==> src/rtl/fifo_drain_arbiter.sv <==
// -----------------------------------------------------------------------------
// fifo_drain_arbiter
//
// Read-side consumer for the team's fifo blocks. Four source FIFOs are
// drained in round-robin order, one word at a time. Each captured word is
// routed to one of four destination FIFOs, selected by the word's top two
// bits.
//
// Ports
//   clk              single clock, all state changes on the rising edge
//   reset            synchronous, active-high
//   src_empty[3:0]   Fifo_empty of source FIFOs 3..0
//   src_valid[3:0]   valid_read of source FIFOs 3..0
//   src_data0..3     Fifo_Data_out of each source FIFO
//   dst_almost_full  almost_full of destination FIFOs 3..0
//   dst_full         Fifo_full of destination FIFOs 3..0
//   src_rd[3:0]      one-hot pop strobe to the source Fifo_rd inputs
//   dst_wr[3:0]      one-hot push strobe to the destination Fifo_wr inputs
//   dst_data         shared write data to all destination Fifo_Data_in
//   grant[1:0]       index of the source currently or last served
//   busy             high in any state other than IDLE
//   timeout_error    one-cycle pulse when a pop is abandoned
//   word_count[7:0]  words delivered, wraps 255 -> 0
//   dbg_state[1:0]   current FSM state (IDLE=0, POP=1, WAIT=2, PUSH=3)
//
// Handshake summary (both FIFO sides):
//   Source side is pop/response: one src_rd pulse asks for a word, and the
//   FIFO answers later with a single-cycle src_valid plus data. Only one pop
//   is ever outstanding, so a response can never be confused with another.
//   Destination side is push/stall: dst_wr is only raised when the selected
//   FIFO is not full, and a write occurs in exactly the cycle dst_wr is high.
//
// Parameter limits: BITNUMBER must be at least 3, TIMEOUT at least 1.
// -----------------------------------------------------------------------------
module fifo_drain_arbiter #(
   parameter int BITNUMBER = 6,
   parameter int TIMEOUT   = 4
) (
   input  logic                 clk,
   input  logic                 reset,
   input  logic [3:0]           src_empty,
   input  logic [3:0]           src_valid,
   input  logic [BITNUMBER-1:0] src_data0,
   input  logic [BITNUMBER-1:0] src_data1,
   input  logic [BITNUMBER-1:0] src_data2,
   input  logic [BITNUMBER-1:0] src_data3,
   input  logic [3:0]           dst_almost_full,
   input  logic [3:0]           dst_full,
   output logic [3:0]           src_rd,
   output logic [3:0]           dst_wr,
   output logic [BITNUMBER-1:0] dst_data,
   output logic [1:0]           grant,
   output logic                 busy,
   output logic                 timeout_error,
   output logic [7:0]           word_count,
   output logic [1:0]           dbg_state
);

   typedef enum logic [1:0] {
      ST_IDLE = 2'd0,
      ST_POP  = 2'd1,
      ST_WAIT = 2'd2,
      ST_PUSH = 2'd3
   } state_t;

   // The timeout counter runs 0 .. TIMEOUT-1 across the WAIT cycles.
   localparam int TW = (TIMEOUT < 2) ? 1 : $clog2(TIMEOUT);
   localparam logic [TW-1:0] TMO_LAST = TW'(TIMEOUT - 1);

   // ---------------------------------------------------------------------------
   // State
   // ---------------------------------------------------------------------------
   state_t               state_q,         state_d;
   logic [1:0]           grant_q,         grant_d;
   logic [BITNUMBER-1:0] hold_q,          hold_d;
   logic [TW-1:0]        tmo_cnt_q,       tmo_cnt_d;
   logic                 timeout_error_q, timeout_error_d;
   logic [7:0]           word_count_q,    word_count_d;

   // ---------------------------------------------------------------------------
   // Helpers
   // ---------------------------------------------------------------------------
   logic [3:0]           eligible;
   logic                 pick_found;
   logic [1:0]           pick_idx;
   logic [1:0]           cand;
   logic [BITNUMBER-1:0] sel_data;
   logic [1:0]           dest;

   // Destination index lives in the top two bits of the held word.
   assign dest = hold_q[BITNUMBER-1 -: 2];

   // Any almost_full destination stalls every source: the arbiter does not
   // know a word's destination until after it has been popped.
   always_comb begin
      eligible = ~src_empty;
      if (dst_almost_full != 4'b0000) begin
         eligible = 4'b0000;
      end
   end

   // Round-robin search starting one past the last grant. The fourth
   // candidate wraps back to the last granted source itself, so a lone busy
   // source is served back to back.
   always_comb begin
      pick_found = 1'b0;
      pick_idx   = grant_q;
      cand       = grant_q;
      for (int off = 1; off <= 4; off++) begin
         cand = grant_q + 2'(off);
         if (!pick_found && eligible[cand]) begin
            pick_found = 1'b1;
            pick_idx   = cand;
         end
      end
   end

   // Data of the granted source; other sources' data and valid are ignored.
   always_comb begin
      sel_data = src_data0;
      case (grant_q)
         2'd0:    sel_data = src_data0;
         2'd1:    sel_data = src_data1;
         2'd2:    sel_data = src_data2;
         default: sel_data = src_data3;
      endcase
   end

   // ---------------------------------------------------------------------------
   // Next-state and output logic
   // ---------------------------------------------------------------------------
   always_comb begin
      state_d         = state_q;
      grant_d         = grant_q;
      hold_d          = hold_q;
      tmo_cnt_d       = tmo_cnt_q;
      timeout_error_d = 1'b0;
      word_count_d    = word_count_q;
      src_rd          = 4'b0000;
      dst_wr          = 4'b0000;

      case (state_q)
         ST_IDLE: begin
            if (pick_found) begin
               grant_d = pick_idx;
               state_d = ST_POP;
            end
         end

         ST_POP: begin
            src_rd[grant_q] = 1'b1;
            tmo_cnt_d       = '0;
            state_d         = ST_WAIT;
         end

         ST_WAIT: begin
            // A valid on the last allowed WAIT cycle still wins over the
            // timeout.
            if (src_valid[grant_q]) begin
               hold_d    = sel_data;
               tmo_cnt_d = '0;
               state_d   = ST_PUSH;
            end else if (tmo_cnt_q == TMO_LAST) begin
               tmo_cnt_d       = '0;
               timeout_error_d = 1'b1;
               state_d         = ST_IDLE;
            end else begin
               tmo_cnt_d = tmo_cnt_q + 1'b1;
            end
         end

         ST_PUSH: begin
            // The write strobe follows dst_full combinationally, so a full
            // destination simply holds the FSM here with the data stable.
            if (!dst_full[dest]) begin
               dst_wr[dest] = 1'b1;
               word_count_d = word_count_q + 8'd1;
               state_d      = ST_IDLE;
            end
         end

         default: begin
            state_d = ST_IDLE;
         end
      endcase
   end

   // ---------------------------------------------------------------------------
   // Registers
   // ---------------------------------------------------------------------------
   always_ff @(posedge clk) begin
      if (reset) begin
         state_q         <= ST_IDLE;
         grant_q         <= 2'd3;   // source 0 wins the first search
         hold_q          <= '0;
         tmo_cnt_q       <= '0;
         timeout_error_q <= 1'b0;
         word_count_q    <= 8'd0;
      end else begin
         state_q         <= state_d;
         grant_q         <= grant_d;
         hold_q          <= hold_d;
         tmo_cnt_q       <= tmo_cnt_d;
         timeout_error_q <= timeout_error_d;
         word_count_q    <= word_count_d;
      end
   end

   // ---------------------------------------------------------------------------
   // Outputs
   // ---------------------------------------------------------------------------
   // The hold register only changes on the WAIT->PUSH edge, so driving
   // dst_data from it keeps the last pushed word visible outside PUSH.
   assign dst_data      = hold_q;
   assign grant         = grant_q;
   assign busy          = (state_q != ST_IDLE);
   assign timeout_error = timeout_error_q;
   assign word_count    = word_count_q;
   assign dbg_state     = state_q;

endmodule

==> config.mk <==
export PLATFORM = sky130hd
export DESIGN_NAME = fifo_drain_arbiter
export DESIGN_NICKNAME = d
export VERILOG_FILES = /design/src/rtl/fifo_drain_arbiter.sv
export SDC_FILE = /design/constraint.sdc
export NUM_CORES = 1
export LEC_CHECK = 0
export ABC_AREA = 1
export BUFFER_PORTS_ARGS = -buffer_cell sky130_fd_sc_hd__buf_2
export CORE_ASPECT_RATIO = 0.7
export CORE_MARGIN = 2
export CORE_UTILIZATION = 42
export CTS_CLUSTER_SIZE = 20
export DETAILED_ROUTE_END_ITERATION = 10
export GPL_TIMING_DRIVEN = 0
export PLACE_DENSITY = 0.76
export SLEW_MARGIN = 20
export SYNTH_ARGS = -nofsm -noshare
export SYNTH_HDL_FRONTEND = slang
export SYNTH_SLANG_ARGS = --single-unit
==> constraint.sdc <==
create_clock -name clk -period 1.75 [get_ports clk]
set_input_delay 0.2625 -clock clk [delete_from_list [all_inputs] [get_ports clk]]
set_output_delay 0.2625 -clock clk [all_outputs]
set_load 0.01 [all_outputs]
==> results.txt <==
The flow ran to the end, but the final reports show violations. The checks that failed: setup timing. Prior to clock tree synthesis, the placed netlist has a worst setup slack of -127 ps.

The run gives 27.5% as the sequential fraction of the synthesis area. The number of buffers created by CTS was 3. The clock-pin slew on the worst setup and hold paths was 80 ps; the endpoint required time on the critical path was 1490 ps. In this run the tightest slew margin relative to its limit is 66.0%. The post-route fraction of the period consumed by the critical path is 101%. The critical path data arrival time came out at 1500 ps.

Based on the critical path, the design can be clocked at up to 0.568 GHz. The pre-antenna-repair detailed-routing pass consisted of 4 iterations. Clock tree synthesis selected as its root buffer the cell sky130_fd_sc_hd__clkbuf_8.

The post-DP HPWL was 2.99 mm. The combined global-route utilization of all metal layers was 18.7%; the register bit total from synthesis was 21. On the critical path, the stage with the largest delay is an instance of sky130_fd_sc_hd__dfxtp_4. Measured along the x axis, the die boundary spans 76.1 um.

For the number of nets at the end of the flow, the log shows 376. The pin count of the biggest net entering global routing came out at 13. The tools report the count of endpoints failing hold in the final timing report as 0. In this run the worst hold path is classified as in -> reg.

The initialized floorplan defines 18 standard-cell rows. The slew at the pin closest to its max-slew limit came out at 510 ps. Number of pins exceeding their max-slew limit in the final report: 0. Element type at the critical path end: a primary output.

The maximum clock path buffer count is 2. The cell area that synthesis handed to floorplanning was 1530 sq um. The post-synthesis area per instance works out to 6.34 sq um. The source-to-sink clock delay at the later pin of the worst-skew pair was 260 ps; the clock skew was 2.96 ps.

The met2 wire length is 1.77 mm. Summed over all failing endpoints, the final setup total negative slack is -10.5 ps. The tools report the initial cell density of the core as 43.5%. After floorplanning, the core was sized to cover 3510 sq um. The number of warning messages in the yosys log is 0. The die outline height is 54.5 um, and the net count after synthesis is 295. The remaining global-route overflow was 0; the delay contributed by the slowest stage of the critical path was 390 ps. Port buffering added 68 buffers. The total DRC errors in the routed layout is 0. The critical path contains buffers and inverters numbering 3 combined. The run gives -10.5 ps as the minimum setup slack in the final design. The final setup violation count was 1; the wire length of the first global-routing pass was 6.31 mm. In the detailed route, the total length drawn on met3 is 293 um. TritonCTS built the clock tree.

The congestion estimate from routability-driven global placement came to 0.838. Cell occurring most often along the worst timing path: sky130_fd_sc_hd__nand3_2. The detailed router used layers up to and including met4. After detailed routing, the average wire length per cell comes to 10.9 um.

The number of levels in the clock H-tree is 1, and the final wirelength is 4.04 mm. The power density normalized to cell area is 1320 nW/um^2, and the unique cell type count in the Yosys netlist is 26. The static power due to leakage is 0.00109 uW.

Number of global-route vias before repair: 1479. The gate count of the mapped netlist is 241, and the residual antenna-violating net count after detailed routing is 0. STA classifies the critical path startpoint as a register. 0 antenna diodes ended up in the layout.

The register-to-register setup slack was 110 ps. Setup repair after global routing could not meet its margin everywhere. Buffers inserted to repair hold after CTS numbered 0. Synthesis-to-layout area growth: 40.5%.

The number of top-level design ports was 70; the initial antenna violation count was 0. The die covers 4140 sq um. Type of the worst setup path: reg -> out. In the final routing, the length of wire on met1 measures 1.96 mm.

The completed layout was analyzed and its total power is 2830 uW. The post-route netlist has 34.6% of its cells at a drive strength greater than 1. The ratio of routed vias to standard cells was 4.82. Across all layers, the routed design uses 1789 vias. The highest net fanout along the worst path is 6. The run gives 21 as the number of clock sinks.

Traced cell by cell, the critical path runs through inv_4, nand3_2, nand2_1, a21oi_2, nand3_2, buf_8, nor3_2, buf_2. The shortest clock period the worst path allows after layout works out to 1760 ps. The worst supply voltage drop on vdd was 873 uV.

The detailed router finished its first iteration with 48 violations. The kind of cell adding the most delay to the critical path is flip-flops. The run gives 0 as the max-cap violation count.
[layer usage]
| layer | vias to the layer above | GRT usage [%] |
|---|---|---|
| li1 | 942 | - |
| met3 | 4 | 5.61 |
| met5 | - | 0 |
| met4 | 0 | 2.73 |
| met2 | 59 | 30.8 |
| met1 | 784 | 25.2 |
[power by group]
group	total, uW	switching (uW)	internal [uW]
logic	1830	1090	737
clock network	324	165	159
registers	680	96.0	584
total	2830	1350	1480
[state kept, by name, summed over array words and instances, names as in the netlist]
name and flops:
timeout_error 1, dbg_state 2, dst_data 6, grant 2, word_count 8, tmo_cnt_q 2
[through the flow]
stage	util, %	cell area, sq um	hold slack [ps]	cells
2_1_floorplan	-	1530	457	241
3_3_place_gp	55.0	1930	450	359
3_5_place_dp	55.0	1930	455	359
4_1_cts	57.4	2020	340	364
5_1_grt	61.1	2150	368	371
6_report	61.1	2150	349	371
[synthesized netlist by cell type]
library cell | instances | area, sq um
sky130_fd_sc_hd__o21ai_1 | 4 | 20.0
sky130_fd_sc_hd__a21oi_1 | 16 | 80.1
sky130_fd_sc_hd__nand2_2 | 1 | 6.26
sky130_fd_sc_hd__nor2_2 | 1 | 6.26
sky130_fd_sc_hd__dfxtp_1 | 21 | 420
sky130_fd_sc_hd__o21ai_2 | 1 | 8.76
sky130_fd_sc_hd__nand3_1 | 26 | 130
sky130_fd_sc_hd__ha_1 | 12 | 150
sky130_fd_sc_hd__nor4_1 | 2 | 12.5
sky130_fd_sc_hd__o21ai_0 | 16 | 80.1
sky130_fd_sc_hd__xor2_1 | 2 | 17.5
sky130_fd_sc_hd__a21oi_2 | 1 | 8.76
sky130_fd_sc_hd__nor3b_2 | 1 | 12.5
sky130_fd_sc_hd__inv_1 | 26 | 97.6
sky130_fd_sc_hd__nand2_1 | 68 | 255
sky130_fd_sc_hd__inv_4 | 1 | 6.26
sky130_fd_sc_hd__nor3_1 | 5 | 25.0
sky130_fd_sc_hd__clkbuf_1 | 2 | 7.51
sky130_fd_sc_hd__nor2_1 | 23 | 86.3
sky130_fd_sc_hd__buf_2 | 1 | 5.00
sky130_fd_sc_hd__nor3_2 | 2 | 20.0
sky130_fd_sc_hd__inv_2 | 2 | 7.51
sky130_fd_sc_hd__buf_6 | 2 | 22.5
sky130_fd_sc_hd__nand3b_1 | 2 | 15.0
sky130_fd_sc_hd__nand3_2 | 2 | 20.0
sky130_fd_sc_hd__or3_1 | 1 | 6.26
[logic make-up after synthesis]
family | after synthesis | synth area share (%)
and+or+nand+nor | 134 | 39.0
AOI/OAI and AO/OA | 38 | 12.9
buffers and inverters | 34 | 9.58
DFF | 21 | 27.5
adders and majority gates | 12 | 9.83
xor gates and xnor gates | 2 | 1.15
[final timing paths]
| kind | cells after the start | startpoint | end |
|---|---|---|---|
| worst max-delay path | 8 | dst_data[4] | dst_wr[0] |
| worst min-delay path | 2 | reset | dbg_state[1] |
| worst max register to register | 12 | grant[0] | grant[0] |
| worst min register to register | 2 | word_count[7] | word_count[7] |
[placed cells by master, fill, tap and decap left out, drive strengths merged]
cell    instances
a21oi          17
buf            78
clkbuf          6
clkinv          1
dfxtp          21
ha             12
inv            29
nand2          69
nand3          28
nand3b          2
nor2           24
nor3            7
nor3b           1
nor4            2
o21ai          21
or3             1
xor2            2
[cell type report]
class	instances	area, sq um
fill	332	1370
multi-input combinational	186	1020
sequential	21	435
timing repair buffer	76	413
inverter	29	119
tap	50	62.6
buffer	5	45.0
clock buffer	3	41.3
clock inverter	1	5.00
[what timing repair did]
item | CTS | global route
gates resized for setup | 8 | 18
setup buffers | 1 | 7
pin swaps | 0 | 3
endpoints found under the hold margin | 0 | 0
setup endpoints to repair | 8 | 14
Note: power is estimated with default switching activity, not from simulation.
